==> src/rtl/puf_challenge_sequencer_if.sv <==
// Host and counter-bank signal bundle for puf_challenge_sequencer.
// The tie_mask signal is present only when PUF_TIE_FLAG_EN is defined.
interface puf_challenge_sequencer_if #(
  parameter int CW        = 16,
  parameter int RESP_BITS = 8
);
  logic                 start;
  logic [3:0]           chal_base;
  logic [CW-1:0]        count_a;
  logic [CW-1:0]        count_b;
  logic                 ro_ena;
  logic                 cnt_clr;
  logic [3:0]           chal_a;
  logic [3:0]           chal_b;
  logic                 busy;
  logic                 resp_valid;
  logic [RESP_BITS-1:0] response;
`ifdef PUF_TIE_FLAG_EN
  logic [RESP_BITS-1:0] tie_mask;
`endif

  modport slave (
    input  start, chal_base, count_a, count_b,
    output ro_ena, cnt_clr, chal_a, chal_b, busy, resp_valid, response
`ifdef PUF_TIE_FLAG_EN
    , output tie_mask
`endif
  );

  modport master (
    output start, chal_base, count_a, count_b,
    input  ro_ena, cnt_clr, chal_a, chal_b, busy, resp_valid, response
`ifdef PUF_TIE_FLAG_EN
    , input tie_mask
`endif
  );
endinterface

==> src/rtl/puf_challenge_sequencer.sv <==
// Ring-oscillator PUF measurement controller: clear, count window, settle, compare per bit.
// Optional PUF_TIE_FLAG_EN adds a tie_mask output flagging equal counts.
module puf_challenge_sequencer #(
  parameter int CW            = 16,
  parameter int RESP_BITS     = 8,
  parameter int WINDOW_CYCLES = 1024,
  parameter int CLEAR_CYCLES  = 2,
  parameter int SETTLE_CYCLES = 4
) (
  input  logic                      clk,
  input  logic                      rst_n,
  puf_challenge_sequencer_if.slave  bus
);
  localparam int MAX_A = (WINDOW_CYCLES > CLEAR_CYCLES) ? WINDOW_CYCLES : CLEAR_CYCLES;
  localparam int MAXC  = (MAX_A > SETTLE_CYCLES) ? MAX_A : SETTLE_CYCLES;
  localparam int CNT_W = $clog2(MAXC + 1);
  localparam int KW    = (RESP_BITS > 1) ? $clog2(RESP_BITS) : 1;

  typedef enum logic [2:0] {IDLE, CLEAR, RUN, SETTLE, COMPARE, DONE} state_t;

  state_t               state_q, state_d;
  logic [CNT_W-1:0]     cnt_q, cnt_d;
  logic [KW-1:0]        k_q, k_d;
  logic [3:0]           base_q, base_d;
  logic [RESP_BITS-1:0] resp_q, resp_d;
  logic [3:0]           chal_a_d;
  logic                 ro_ena_q, cnt_clr_q, busy_q, resp_valid_q;
  logic [3:0]           chal_a_q, chal_b_q;
`ifdef PUF_TIE_FLAG_EN
  logic [RESP_BITS-1:0] tie_q, tie_d;
`endif

  always_comb begin
    state_d = state_q;
    cnt_d   = cnt_q + 1'b1;
    k_d     = k_q;
    base_d  = base_q;
    resp_d  = resp_q;
`ifdef PUF_TIE_FLAG_EN
    tie_d   = tie_q;
`endif
    unique case (state_q)
      IDLE: begin
        cnt_d = '0;
        if (bus.start) begin
          base_d  = bus.chal_base;
          resp_d  = '0;
`ifdef PUF_TIE_FLAG_EN
          tie_d   = '0;
`endif
          k_d     = '0;
          state_d = CLEAR;
        end
      end
      CLEAR: if (cnt_q == CNT_W'(CLEAR_CYCLES - 1)) begin
        cnt_d   = '0;
        state_d = RUN;
      end
      RUN: if (cnt_q == CNT_W'(WINDOW_CYCLES - 1)) begin
        cnt_d   = '0;
        state_d = SETTLE;
      end
      SETTLE: if (cnt_q == CNT_W'(SETTLE_CYCLES - 1)) begin
        cnt_d   = '0;
        state_d = COMPARE;
      end
      COMPARE: begin
        cnt_d       = '0;
        resp_d[k_q] = (bus.count_a > bus.count_b);
`ifdef PUF_TIE_FLAG_EN
        tie_d[k_q]  = (bus.count_a == bus.count_b);
`endif
        if (k_q == KW'(RESP_BITS - 1)) begin
          state_d = DONE;
        end else begin
          k_d     = k_q + 1'b1;
          state_d = CLEAR;
        end
      end
      DONE: begin
        cnt_d   = '0;
        state_d = IDLE;
      end
      default: begin
        cnt_d   = '0;
        state_d = IDLE;
      end
    endcase
    // Selects track the next bit index so they are valid from the first CLEAR cycle.
    chal_a_d = base_d + 4'(k_d);
  end

  always_ff @(posedge clk) begin
    if (rst_n) begin
      state_q      <= IDLE;
      cnt_q        <= '0;
      k_q          <= '0;
      base_q       <= '0;
      resp_q       <= '0;
      ro_ena_q     <= 1'b0;
      cnt_clr_q    <= 1'b0;
      busy_q       <= 1'b0;
      resp_valid_q <= 1'b0;
      chal_a_q     <= 4'd0;
      chal_b_q     <= 4'd1;
`ifdef PUF_TIE_FLAG_EN
      tie_q        <= '0;
`endif
    end else begin
      state_q      <= state_d;
      cnt_q        <= cnt_d;
      k_q          <= k_d;
      base_q       <= base_d;
      resp_q       <= resp_d;
      ro_ena_q     <= (state_d == RUN);
      cnt_clr_q    <= (state_d == CLEAR);
      busy_q       <= (state_d != IDLE);
      resp_valid_q <= (state_d == DONE);
      chal_a_q     <= chal_a_d;
      chal_b_q     <= chal_a_d + 4'd1;
`ifdef PUF_TIE_FLAG_EN
      tie_q        <= tie_d;
`endif
    end
  end

  assign bus.ro_ena     = ro_ena_q;
  assign bus.cnt_clr    = cnt_clr_q;
  assign bus.busy       = busy_q;
  assign bus.resp_valid = resp_valid_q;
  assign bus.chal_a     = chal_a_q;
  assign bus.chal_b     = chal_b_q;
  assign bus.response   = resp_q;
`ifdef PUF_TIE_FLAG_EN
  assign bus.tie_mask   = tie_q;
`endif
endmodule

==> src/flat_wrapper.sv <==
// flat-port wrapper written by rule: the top's interface ports become plain ports
module puf_challenge_sequencer_flat 
#(
  parameter int CW            = 16,
  parameter int RESP_BITS     = 8,
  parameter int WINDOW_CYCLES = 1024,
  parameter int CLEAR_CYCLES  = 2,
  parameter int SETTLE_CYCLES = 4
)
  (clk, rst_n, bus_start, bus_chal_base, bus_count_a, bus_count_b, bus_ro_ena, bus_cnt_clr, bus_chal_a, bus_chal_b, bus_busy, bus_resp_valid, bus_response);
  puf_challenge_sequencer_if #(.CW(CW), .RESP_BITS(RESP_BITS)) bus_i ();
  input  logic clk;
  input  logic rst_n;
  input wire logic [$bits(bus_i.start)-1:0] bus_start;
  input wire logic [$bits(bus_i.chal_base)-1:0] bus_chal_base;
  input wire logic [$bits(bus_i.count_a)-1:0] bus_count_a;
  input wire logic [$bits(bus_i.count_b)-1:0] bus_count_b;
  output wire logic [$bits(bus_i.ro_ena)-1:0] bus_ro_ena;
  output wire logic [$bits(bus_i.cnt_clr)-1:0] bus_cnt_clr;
  output wire logic [$bits(bus_i.chal_a)-1:0] bus_chal_a;
  output wire logic [$bits(bus_i.chal_b)-1:0] bus_chal_b;
  output wire logic [$bits(bus_i.busy)-1:0] bus_busy;
  output wire logic [$bits(bus_i.resp_valid)-1:0] bus_resp_valid;
  output wire logic [$bits(bus_i.response)-1:0] bus_response;
  assign bus_i.start = bus_start;
  assign bus_i.chal_base = bus_chal_base;
  assign bus_i.count_a = bus_count_a;
  assign bus_i.count_b = bus_count_b;
  assign bus_ro_ena = bus_i.ro_ena;
  assign bus_cnt_clr = bus_i.cnt_clr;
  assign bus_chal_a = bus_i.chal_a;
  assign bus_chal_b = bus_i.chal_b;
  assign bus_busy = bus_i.busy;
  assign bus_resp_valid = bus_i.resp_valid;
  assign bus_response = bus_i.response;
  puf_challenge_sequencer #(.CW(CW), .RESP_BITS(RESP_BITS), .WINDOW_CYCLES(WINDOW_CYCLES), .CLEAR_CYCLES(CLEAR_CYCLES), .SETTLE_CYCLES(SETTLE_CYCLES)) u_core (.clk(clk), .rst_n(rst_n), .bus(bus_i));
endmodule
==> config.mk <==
export PLATFORM = sky130hd
export DESIGN_NAME = puf_challenge_sequencer_flat
export DESIGN_NICKNAME = d
export VERILOG_FILES = /design/src/rtl/puf_challenge_sequencer_if.sv /design/src/rtl/puf_challenge_sequencer.sv /design/src/flat_wrapper.sv
export SDC_FILE = /design/constraint.sdc
export NUM_CORES = 1
export LEC_CHECK = 0
export CORE_MARGIN = 8
export CORE_UTILIZATION = 49
export CTS_CLUSTER_DIAMETER = 40
export DETAILED_ROUTE_END_ITERATION = 7
export HOLD_SLACK_MARGIN = 0.03
export PLACE_DENSITY = 0.87
export RECOVER_POWER = 25
export SETUP_SLACK_MARGIN = 0.4
export SLEW_MARGIN = 30
export SYNTH_ARGS = -nofsm -noshare
export SYNTH_HDL_FRONTEND = slang
export SYNTH_SLANG_ARGS = --single-unit
export TNS_END_PERCENT = 10
==> constraint.sdc <==
create_clock -name clk -period 3.7 [get_ports clk]
set_clock_uncertainty 0.1 [all_clocks]
set_input_delay 0.37 -clock clk [delete_from_list [all_inputs] [get_ports clk]]
set_output_delay 0.37 -clock clk [all_outputs]
set_load 0.005 [all_outputs]
==> flow_summary.yaml <==
status:
  status: "completed"
cts:
  cts_tree: "yes"
  htreeDepth: 2
  cts-root-buf: "clkbuf_8"
  clk_path_buf_depth: 2
  insertion_delay_ns: 0.30
  cts_made_buffers: 5
  clk_pin_slew_ns: 0.08
  clock-sinks: 41
global_route:
  grt-ovfl-total: 0
  grt_pass1_vias: 1944
  grt.busiest_layer: "met2"
  grt_max_degree: 24
  grt_antenna_before_repair: 0
  met1_usage_pct: 15.9
  grt_first_pass_wirelength_um: 8590
  grtUsageMet3_pct: 4.79
  grt_usage_pct: 14.1
  use_met2_pct: 24.6
pwr:
  p_leak_nw: 1.26
  power_w: 0.000923
  ir_worst_vdd_v: 0.000273
  power_density_nw_per_um2: 309
floorplan:
  die_x_um: 84.1
  core_area_um2: 4410
  die-height_um: 84.1
  row_count: 24
  start_util_pct: 51.4
  die_area_um2: 7070
  io_pins: 59
critical_path:
  crit_path_max_incr_delay_ns: 0.47
  r2r-start: "u_core.state_q[2]"
  cp.arrival_ns: 3.05
  critPathSlowestCell: "clkdlybuf4s50_1"
  path_cells: "clkdlybuf4s50_1 > nor4b_4 > mux2i_1 > xor2_1 > ha_1 > a31oi_1 > a22o_1 > xnor2_2 > or2_2 > a21oi_1"
  cp.required_ns: 3.83
  crit_buf_inv: 1
  start_kind: "input port"
  worst-setup-path-type: "in2reg"
  startpoint: "bus_start"
  cp_max_fo: 9
  cp-end-kind: "flop"
  crit_family: "simple AND/OR/NAND/NOR gates"
min_path:
  min_from: "u_core.bus.response[7]"
  hp-class: "reg2reg"
synth:
  synthDistinctLibCells: 50
  synthCells: 255
  asyncSetResetFlopFracSynth_pct: 0
  synthFlopType: "dfxtp_1"
  syn_nets: 318
  synth_warnings: 0
  ys_ff_latch: 41
  netlist_area_um2: 2270
  synth-edff-count: 0
  postSynthAreaPerCell_um2: 8.91
  synth.yosys.seq_area_share_pct: 36.1
detailed_routing:
  ant_nets: 0
  drt-pass1-iter-count: 4
  via_per_inst: 5.26
  drt_iter0_drc: 87
  drc_errors: 0
  vias: 1930
  drt-total-wl_um: 5050
  avgRoutedWirePerCell_um: 13.7
layout:
  final_cell_mix: "44 x clkdlybuf4s50_1, 40 x dfxtp_1, 32 x inv_1"
  utilization_pct: 67.6
  drive_above_1_share_pct: 6.35
  syn_to_final_growth_pct: 31.3
  final_common_cell: "clkdlybuf4s50_1"
  final_net_count: 377
  diodes: 0
  fin_cells: 367
timing:
  hold_violations: 0
  finalCritPeriodShare_pct: 78.9
  finalHoldWorstSlack_ns: 0.375
  drv_slew: 0
  worst_slew_pin_slew_ns: 0.634
  max_freq_ghz: 0.343
  rsz0062_at_grt: "false"
  max_slew_margin_pct: 57.7
  min_period_ns: 2.92
  tns_ns: 0
  setup_viol: 0
placed_design:
  dp_cells: 359
  place.gp.congestion: 0.866
  io_buffers: 58
  hpwl_um: 3970
flow_run:
  drv_cap: 0
## flip-flops by register name, indices dropped and copies added (netlist names)
register               flops
u_core.base_q              4
u_core.bus.cnt_clr         1
u_core.bus.chal_b          4
u_core.bus.busy            1
u_core.state_q             3
u_core.bus.chal_a          4
u_core.k_q                 3
u_core.bus.ro_ena          1
u_core.bus.response        8
u_core.bus.resp_valid      1
u_core.cnt_q              11
## worst paths after layout
| kind | endpoint | slack, ns | cells after the start |
|---|---|---|---|
| worst max-delay path | u_core.bus.chal_b[2] | 0.78 | 10 |
| worst min register to register | u_core.bus.response[7] | 0.37 | 2 |
| worst min-delay path | u_core.bus.response[7] | 0.37 | 2 |
| worst max register to register | u_core.bus.chal_b[2] | 0.80 | 9 |
## synthesized netlist by cell type, drive strengths merged (5+ instances only)
cell type	number	share of area [%]
nand2	10	1.7
xnor2	7	3.0
o32ai	6	2.3
inv	32	5.3
a21oi	11	2.4
dfxtp	41	36
nor3	5	1.1
ha	24	13
a21o	6	2.0
nor2b	6	1.7
clkbuf	5	0.83
o21ai	6	1.3
nand3	8	1.8
nor2	23	3.8
## per-layer routing
metal	wire, µm	share of wire, %	vias up
met1	2270	45	869
met5	0	0	-
met4	57	1.1	0
li1	-	-	1009
met3	278	5.5	8
met2	2440	48	44
## metrics by stage
step	area, µm²	setup slack, ns
finish	2980	0.781
global route	2980	0.519
CTS	2980	0.569
detailed placement	2890	0.473
global placement	2890	0.550
floorplan	2270	1.10
## cell type report
| type | instances | area [µm²] |
|---|---|---|
| clock buffers | 5 | 68.8 |
| clock inverters | 3 | 21.3 |
| fillers | 376 | 1430 |
| inverters | 32 | 120 |
| multi-input cells | 174 | 1290 |
| flip-flops and latches | 41 | 822 |
| well taps | 52 | 65.1 |
| repair buffers | 60 | 596 |
## worst register-to-register path, stage by stage, from the launching register on
cell and delay [ns]:
dfxtp_2 0.42, nor4b_4 0.57, mux2i_1 0.47, xor2_1 0.21, ha_1 0.20, a31oi_1 0.05
a22o_1 0.24, xnor2_2 0.17, or2_2 0.29, a21oi_1 0.13
## power by group
part / internal, W / switching (W)
logic: 0.0000947 / 0.0000675
clock network: 0.000134 / 0.000163
registers: 0.000456 / 0.00000822
total: 0.000684 / 0.000238
## what timing repair did
item | in CTS | in global routing
hold buffers | 0 | 0
endpoints found under the hold margin | 0 | 0
endpoints found under the setup margin | 0 | 2
gates resized for setup | 0 | 2
buffers inserted | 0 | 0
## cells by family after synthesis
kind of cell    count (synthesis)  share of synthesized area (%)
xor+xnor                       11                           4.57
compound gates                 52                           16.3
fa+ha+maj                      24                           13.2
simple gates                   81                           19.6
flops                          41                           36.1
mux                             6                           2.81
buf+inv                        40                           7.33
(Power assumes the default switching activity.)
